File: src/rtl/ring_mon_pkg.sv
// Shared types and word helpers for the ring sequence monitor.
// Helpers work on a MAX_W-bit container; callers zero-extend narrower rings.
package ring_mon_pkg;

  typedef enum logic {
    SEARCH = 1'b0,
    LOCKED = 1'b1
  } state_e;

  localparam int unsigned MAX_W = 64;
  typedef logic [MAX_W-1:0] word_t;

  // Rotate the low 'width' bits by one place; dir=0 left, dir=1 right.
  function automatic word_t rot(input word_t word, input int unsigned width, input logic dir);
    word_t mask;
    word_t r;
    mask = (width >= MAX_W) ? '1 : ((word_t'(1) << width) - word_t'(1));
    if (dir) r = (word >> 1) | (word << (width - 1));
    else     r = (word << 1) | (word >> (width - 1));
    return r & mask;
  endfunction

  function automatic logic is_onehot(input word_t word);
    return (word != '0) && ((word & (word - word_t'(1))) == '0);
  endfunction

endpackage

File: src/rtl/onehot_to_bin.sv
// One-hot to binary index encoder, purely combinational (0 cycles, no flow control).
// vld flags an exactly-one-hot input; idx is only meaningful when vld=1.
module onehot_to_bin
  import ring_mon_pkg::*;
#(
  parameter int WIDTH = 4,
  localparam int IW = $clog2(WIDTH)
) (
  input  logic [WIDTH-1:0] din,
  output logic [IW-1:0]    idx,
  output logic             vld
);

  always_comb begin
    idx = '0;
    for (int i = 0; i < WIDTH; i++) begin
      if (din[i]) idx = idx | IW'(i);
    end
    vld = is_onehot(word_t'(din));
  end

endmodule

File: src/rtl/ring_sequence_monitor.sv
// Status tap on a rotating one-hot ring: lock detect, revolution and loss counters.
// Latency 1 cycle (all outputs registered); no backpressure, samples din every edge.
module ring_sequence_monitor
  import ring_mon_pkg::*;
#(
  parameter int WIDTH  = 4,
  parameter int DIR    = 0,
  parameter int LOCK_N = 2,
  parameter int REV_W  = 8,
  parameter int ERR_W  = 4
) (
  input  logic                     clk,
  input  logic                     n_rst,
  input  logic [WIDTH-1:0]         din,
  input  logic                     clr,
  output logic [$clog2(WIDTH)-1:0] pos,
  output logic                     onehot_ok,
  output logic                     locked,
  output logic                     mismatch,
  output logic [REV_W-1:0]         rev_cnt,
  output logic [ERR_W-1:0]         err_cnt
);

  localparam int IW   = $clog2(WIDTH);
  localparam int MW   = $clog2(LOCK_N) + 1;
  localparam int WRAP = (DIR == 0) ? 0 : WIDTH - 1;

  state_e             state_q, state_d;
  logic [WIDTH-1:0]   prev_q, prev_d;
  logic               prev_valid_q, prev_valid_d;
  logic [MW-1:0]      match_cnt_q, match_cnt_d;
  logic [IW-1:0]      pos_q, pos_d;
  logic               onehot_ok_q, onehot_ok_d;
  logic               mismatch_q, mismatch_d;
  logic [REV_W-1:0]   rev_cnt_q, rev_cnt_d;
  logic [ERR_W-1:0]   err_cnt_q, err_cnt_d;

  logic [IW-1:0]      din_idx;
  logic               is_oh;
  word_t              expected;
  logic               step_ok;
  logic               at_wrap;

  onehot_to_bin #(.WIDTH(WIDTH)) u_enc (
    .din (din),
    .idx (din_idx),
    .vld (is_oh)
  );

  // Compared at full container width so every bit of the rotated word is checked.
  assign expected = rot(word_t'(prev_q), WIDTH, DIR != 0);
  assign step_ok  = prev_valid_q & is_oh & (word_t'(din) == expected);
  assign at_wrap  = din[WRAP];

  always_comb begin
    state_d      = state_q;
    prev_d       = din;
    prev_valid_d = 1'b1;
    match_cnt_d  = match_cnt_q;
    pos_d        = is_oh ? din_idx : pos_q;
    onehot_ok_d  = is_oh;
    mismatch_d   = 1'b0;
    rev_cnt_d    = rev_cnt_q;
    err_cnt_d    = err_cnt_q;

    if (clr) begin
      state_d      = SEARCH;
      prev_valid_d = 1'b0;
      match_cnt_d  = '0;
      rev_cnt_d    = '0;
      err_cnt_d    = '0;
    end else begin
      case (state_q)
        SEARCH: begin
          if (step_ok) begin
            if (match_cnt_q == MW'(LOCK_N - 1)) begin
              state_d     = LOCKED;
              match_cnt_d = '0;
              // The locking step itself may complete a revolution.
              if (at_wrap) rev_cnt_d = rev_cnt_q + 1'b1;
            end else begin
              match_cnt_d = match_cnt_q + 1'b1;
            end
          end else begin
            match_cnt_d = '0;
          end
        end
        LOCKED: begin
          if (step_ok) begin
            if (at_wrap) rev_cnt_d = rev_cnt_q + 1'b1;
          end else begin
            state_d     = SEARCH;
            match_cnt_d = '0;
            mismatch_d  = 1'b1;
            if (err_cnt_q != '1) err_cnt_d = err_cnt_q + 1'b1;
          end
        end
        default: state_d = SEARCH;
      endcase
    end
  end

  always_ff @(posedge clk or negedge n_rst) begin
    if (!n_rst) begin
      state_q      <= SEARCH;
      prev_q       <= '0;
      prev_valid_q <= 1'b0;
      match_cnt_q  <= '0;
      pos_q        <= '0;
      onehot_ok_q  <= 1'b0;
      mismatch_q   <= 1'b0;
      rev_cnt_q    <= '0;
      err_cnt_q    <= '0;
    end else begin
      state_q      <= state_d;
      prev_q       <= prev_d;
      prev_valid_q <= prev_valid_d;
      match_cnt_q  <= match_cnt_d;
      pos_q        <= pos_d;
      onehot_ok_q  <= onehot_ok_d;
      mismatch_q   <= mismatch_d;
      rev_cnt_q    <= rev_cnt_d;
      err_cnt_q    <= err_cnt_d;
    end
  end

  assign pos       = pos_q;
  assign onehot_ok = onehot_ok_q;
  assign locked    = (state_q == LOCKED);
  assign mismatch  = mismatch_q;
  assign rev_cnt   = rev_cnt_q;
  assign err_cnt   = err_cnt_q;

endmodule

File: config.mk
export PLATFORM = sky130hd
export DESIGN_NAME = ring_sequence_monitor
export DESIGN_NICKNAME = d
export VERILOG_FILES = /design/src/rtl/ring_mon_pkg.sv /design/src/rtl/onehot_to_bin.sv /design/src/rtl/ring_sequence_monitor.sv
export SDC_FILE = /design/constraint.sdc
export NUM_CORES = 1
export LEC_CHECK = 0
export BUFFER_PORTS_ARGS = -buffer_cell sky130_fd_sc_hd__buf_2
export CAP_MARGIN = 25
export CORE_ASPECT_RATIO = 0.75
export CORE_UTILIZATION = 55
export DETAILED_ROUTE_END_ITERATION = 10
export HOLD_SLACK_MARGIN = 0.1
export PLACE_DENSITY = 0.84
export SLEW_MARGIN = 15
export SYNTH_ARGS = -nofsm -noshare
export SYNTH_HDL_FRONTEND = slang
export SYNTH_HIERARCHICAL = 1
export SYNTH_SLANG_ARGS = --single-unit
File: constraint.sdc
create_clock -name clk -period 5.9 [get_ports clk]
set_input_delay 0.295 -clock clk [delete_from_list [all_inputs] [get_ports clk]]
set_output_delay 0.295 -clock clk [all_outputs]
set_load 0.01 [all_outputs]
Word-level counts from Yosys, hierarchy flattened
Cells that the tools add are included.
{"block": "totals", "reg_bits": 24, "output_inout_bits": 17, "word_cells": 60}
{"block": "op_classes", "n_addsub": 4, "n_eq_ne": 8, "mux": 27, "bitwise": 5, "n_reduce_logical": 7}
{"operator": "4-bit by 64-bit AND with 64-bit output", "n": 1}
{"operator": "64-bit zero test", "n": 1}
{"operator": "8-bit 2-to-1 mux", "n": 5}
{"operator": "4-bit 2-to-1 mux", "n": 4}
{"operator": "8-bit case mux with 2 select lines", "n": 1}
{"operator": "2-bit 2-to-1 mux", "n": 6}
{"operator": "1-bit 2-to-1 mux", "n": 9}
{"operator": "3-bit inequality test, second input constant", "n": 3}
{"operator": "8-bit by 1-bit adder with 8-bit output, second input constant", "n": 1}
{"operator": "3-bit AND reduction", "n": 2}
{"operator": "4-bit by 1-bit subtractor with 5-bit output, second input constant", "n": 1}
{"operator": "4-bit by 1-bit adder with 4-bit output, second input constant", "n": 1}
{"operator": "4-bit == test", "n": 1}
{"operator": "4-bit inequality test, second input constant", "n": 1}
{"operator": "4-bit by 1-bit bitwise OR with 4-bit output", "n": 1}
{"operator": "2-bit case mux with 2 select lines", "n": 1}
{"operator": "2-bit nonzero test", "n": 2}
{"operator": "4-bit nonzero test", "n": 1}
{"operator": "3-bit by 2-bit inequality test with 1-bit output, second input constant", "n": 1}
{"operator": "2-bit by 1-bit adder with 2-bit output, second input constant", "n": 1}
{"operator": "1-bit AND", "n": 2}
{"operator": "2-bit by 1-bit == test with 1-bit output, second input constant", "n": 1}
{"operator": "2-bit inequality test, second input constant", "n": 1}
{"operator": "1-bit case mux with 2 select lines", "n": 1}
{"operator": "2 further kinds", "n": 2}

Longest topological paths before layout
{"block": "depth", "ltp_word": 9, "depth_mapped": 7, "depth_no_buf": 6}

Cells and area by module
The synthesis kept the hierarchy.
{"mod": "ring_sequence_monitor", "instances": 1, "cells_per_inst": 94, "area_each_um2": 1069.8, "seq_area_each_um2": 600.6}
{"mod": "onehot_to_bin", "instances": 1, "cells_per_inst": 6, "area_each_um2": 50.0, "seq_area_each_um2": 0.0}

Least setup slack after synthesis
No wires, ideal clock.
{"block": "synth_timing", "path_kind": "input port to flip-flop", "from": "input din[1]", "to": "register rev_cnt_q[7] (netlist: rev_cnt[7])", "setup_time_ns": 0.078, "arrival_ns": 2.307, "t_required_ns": 5.822, "slack_ns": 3.515, "stages": 7, "path_cell_list": "or4b_1 > o311ai_1 > nand3_2 > or3_1 > buf_2 > or4_1 > a21oi_1"}
{"block": "synth_between", "elab_chain_cells": 8}
{"item": "from (decl)", "line_no": "ring_sequence_monitor.sv:14", "rtl": "input logic [WIDTH-1:0] din,"}
{"item": "4-bit by 1-bit subtractor with 5-bit output", "line_no": "ring_mon_pkg.sv:24", "rtl": "return (word != '0) && ((word & (word - word_t'(1))) == '0);"}
{"item": "4-bit by 64-bit AND with 64-bit output", "line_no": "ring_mon_pkg.sv:24"}
{"item": "64-bit zero test", "line_no": "ring_mon_pkg.sv:24"}
{"item": "1-bit logical AND *", "line_no": "ring_mon_pkg.sv:24"}
{"item": "net is_oh", "line_no": "ring_sequence_monitor.sv:39", "rtl": "logic is_oh;"}
{"item": "1-bit AND * (2 in a row)", "line_no": "ring_sequence_monitor.sv:52", "rtl": "assign step_ok = prev_valid_q & is_oh & (word_t'(din) == expected);"}
{"item": "3-bit inequality test (no line) / 3-bit by 2-bit inequality test with 1-bit output (equally long branches)"}
{"item": "3-bit AND reduction (no line) *"}
{"item": "to (signal assigned)", "line_no": "ring_sequence_monitor.sv:122", "rtl": "rev_cnt_q <= rev_cnt_d;"}
{"item": "to (decl)", "line_no": "ring_sequence_monitor.sv:35", "rtl": "logic [REV_W-1:0] rev_cnt_q, rev_cnt_d;"}
Mark *: on every way through the listed nets, which the timed path passes. The rest lies on a longest branch.
A chain may end at the register's enable or synchronous reset.

Worst setup path in the final report
{"block": "layout_timing", "from": "input din[2]", "to": "register rev_cnt_q[7] (netlist: rev_cnt[7])"}
The elaborated chain is that of the path after synthesis.

==> metrics.md <==
| Metric | Value |
|---|---|
| Total number of vias | 846 |
| Peak Freq | ~420 MHz |
| # DRC | 0 |
| Synth top area share | 0.536 |
| TritonCTS clock tree | yes |
| Resized cells post-CTS | 0 |
| Switching Share | 0.241 |
| Worst path cell trace | buf_2 -> xnor2_1 -> o311ai_1 -> nand3_2 -> or3_1 -> or4_1 -> a21oi_1 |
| Crit Path Max Fanout | 7 |
| Seq/Total Area, Yosys | 0.536 |
| Post-synthesis cell count | 100 |
| Syn nets | between 100 and 150 |
| Antenna violations before repair | 0 |
| Layout cells sized above 1 | 0.282 |
| H-tree Lvls | 1 |
| Hold path start | din[0] |
| Top layer in use | met4 |
| #FFs+latches synth | 24 |
| Area of the core | ~1800 um^2 |
| Critical Path Max Stage Delay | ~0.59 ns |
| Fin area | approximately 1300 um^2 |
| Slew Viols, Final | 0 |
| Antenna cells | 0 |
| Met1 WL | 1050 um |
| Post-DP HPWL | around 1400 um |
| Final wirelength | 2150 um |
| Status | finished, final reports clean |
| Synth Warn # | 6 |
| GRT overflow | 0 |
| CP arrival | roughly 2.6 ns |
| Setup Total Neg Slack | 0 ns |
| WL met2 | a little under 1000 um |
| CTS Buf Count | 3 |
| Vias in the first global route | 694 |
| CP Class | in -> reg |
| P_sw | 0.0652 mW |
| Iter 0 DRT Violations | 16 |
| Largest net degree at the start of global routing | 25 |
| FP Rows | 13 |
| Library cells used by synthesis | 32 |
| Initial Utilization | 0.615 |
| Clock Latency Late Sink | ~0.32 ns |
| Area Overhead vs Synth | 14.5% |
| Pint | approximately 0.2 mW |
| Sequential power share | 0.636 |
| Routed Antenna Nets | 0 |
| Setup crit start | din[2] |
| HP Class | in -> reg |
| Vias/cell | between 5 and 6 |
| Max Root-Sink Buffers | 2 |
| GRT Total Usage | 0.231 |
| Critical path's slowest cell | o311ai_1 |
| Slew HR | 0.535 |
| Top post-synthesis cells by area | dfrtp_1 (54%), xnor2_1 (4.7%), xnor2_2 (4.4%) |
| # nets final | between 100 and 150 |
| Max-Cap Viols | 0 |
| Final Power | 0.270 mW |
| Die Wd | approximately 54 um |
| Chip height | just over 40 um |
| CP Capture Type | flop |
| CP required | a little over 6 ns |
| GP Congestion | about 0.77 |
| Clock power share | 0.263 |
| Max VDD drop | between 150 and 200 uV |
| Post-Syn Area | between 1000 and 1500 um^2 |
| Worst-path clk slew | approximately 0.12 ns |
| Final Setup Violations | 0 |
| Final min period | 2.37 ns |
| Routed length on met3 | around 96 um |
| Drt wl/cell | 14.7 um |
| Worst Setup Start Kind | primary input |
| Worst slew pin tran | between 0.6 and 0.7 ns |
| Port bufs | 23 |
| First-pass GRT wire length | 3340 um |
| Drt pass-1 iters | 6 |
| Syn avg cell area | 11.2 um^2 |
| CTS root buffer | clkbuf_4 |
| Die area | 2220 um^2 |
| Top Ports | 24 |
| RSZ-0062 raised after global routing | false |
| Area leader, netlist | dfrtp_1 |
| Clock sink count | 24 |
| Pwr Density | between 200 and 250 nW/um^2 |
| Final period util | 0.401 |
| RR Startpoint | prev_q[2]$_DFF_PN0_ |
| DP Area | approximately 1200 um^2 |
| Clk_skew | between 0.007 and 0.008 ns |
| Gate power share | 0.101 |
| Hold Vio Cnt, Final | 0 |
| Leak | about 0.6 nW |
## synth_stat cells
library cell / instances
o21ai_0: 3
nor3_1: 3
or3_2: 1
xor2_1: 3
nand4_1: 2
or2_1: 2
or4b_1: 2
xnor2_1: 6
nand2_1: 2
a21oi_1: 3
nand3_1: 5
or2_2: 1
clkbuf_1: 2
nor2b_1: 1
nand3_2: 2
xnor2_2: 3
o21ai_1: 1
buf_2: 1
or4_1: 1
inv_1: 4
o311ai_1: 1
o31ai_1: 1
nor2_1: 10
nor4_1: 4
or3_1: 2
o41ai_1: 1
mux2i_1: 2
o211ai_1: 2
dfrtp_1: 24
mux2_2: 2
ha_1: 2
and2_1: 1
## cells by family (layout without fill, tap and decap cells)
logic type                 after synthesis  in the layout  synth area share
and+or+nand+nor                         39             39             0.198
DFF                                     24             24             0.536
AOI/OAI and AO/OA                       12             12            0.0670
xor gates and xnor gates                12             12             0.114
buffers and inverters                    7             31            0.0246
muxes                                    4              4            0.0380
adders and majority gates                2              2            0.0223
## state kept, by name, indices dropped and copies added (netlist names)
| register | count |
|---|---|
| rev_cnt | 8 |
| err_cnt | 4 |
| prev_q | 4 |
| match_cnt_q | 2 |
| pos | 2 |
| locked | 1 |
| mismatch | 1 |
| onehot_ok | 1 |
| prev_valid_q | 1 |
## layer usage
layer | GRT usage | up-vias
li1 | - | 405
met1 | 0.308 | 412
met4 | 0.0833 | 0
met3 | 0.0852 | 6
met2 | 0.346 | 23
met5 | 0 | -
## worst max-delay path, delay by kind of cell
family,cells,cell delay [ns]
AND/OR/NAND/NOR,3,1.29
AO/OA/AOI/OAI,2,0.73
buffers and inverters,1,0.15
XOR/XNOR,1,0.15
## final timing paths
kind | cells past startpoint | slack (ns) | endpoint
max | 7 | 3.53 | rev_cnt[7]$_DFFE_PN0P_
min | 1 | 0.15 | prev_q[0]$_DFF_PN0_
max reg2reg | 5 | 3.91 | rev_cnt[7]$_DFFE_PN0P_
min reg2reg | 1 | 0.51 | pos[1]$_DFFE_PN0P_
max in group asynchronous | 2 | 5.09 | rev_cnt[3]$_DFFE_PN0P_
min in group asynchronous | 2 | 0.46 | rev_cnt[4]$_DFFE_PN0P_
## metrics by stage
step | util | hold WS, ns | instances | setup WS (ns)
2_1_floorplan | - | -0.000591 | 100 | 3.51
3_3_place_gp | 0.686 | 0.293 | 142 | 3.32
3_5_place_dp | 0.686 | 0.299 | 142 | 3.22
4_1_cts | 0.704 | 0.152 | 146 | 3.55
5_1_grt | 0.704 | 0.139 | 146 | 3.38
6_report | 0.704 | 0.153 | 146 | 3.53
## power by group through the flow
stage               clock [mW]  combinational, mW  sequential, mW
floorplan                    0             0.0125           0.177
global placement             0             0.0259           0.175
detailed placement           0             0.0265           0.175
CTS                     0.0712             0.0275           0.172
global route            0.0787             0.0305           0.173
finish                  0.0712             0.0272           0.172
## layout make-up
type | instances | area [um^2]
Fill cell | 143 | 539
Clock buffer | 3 | 22.5
Tap cell | 22 | 27.5
Sequential cell | 24 | 601
Timing Repair Buffer | 24 | 125
Inverter | 4 | 15.0
Multi-Input combinational cell | 69 | 492
## cells in the final DEF (no fill, tap or decap)
cell type / instances
a21oi_1: 3
and2_1: 1
buf_2: 23
clkbuf_4: 3
dfrtp_1: 24
dlygate4sd3_1: 1
ha_1: 2
inv_1: 4
mux2_2: 2
mux2i_1: 2
nand2_1: 2
nand3_1: 5
nand3_2: 2
nand4_1: 2
nor2_1: 10
nor2b_1: 1
nor3_1: 3
nor4_1: 4
o211ai_1: 2
o21ai_0: 3
o21ai_1: 1
o311ai_1: 1
o31ai_1: 1
o41ai_1: 1
or2_1: 2
or2_2: 1
or3_1: 2
or3_2: 1
or4_1: 1
or4b_1: 2
xnor2_1: 6
xnor2_2: 3
xor2_1: 3
## what timing repair did
item,in CTS,in global routing
hold buffers,1,0
hold endpoints to repair,24,0
buffers inserted,0,0
Power figures use the tool's default switching activity.
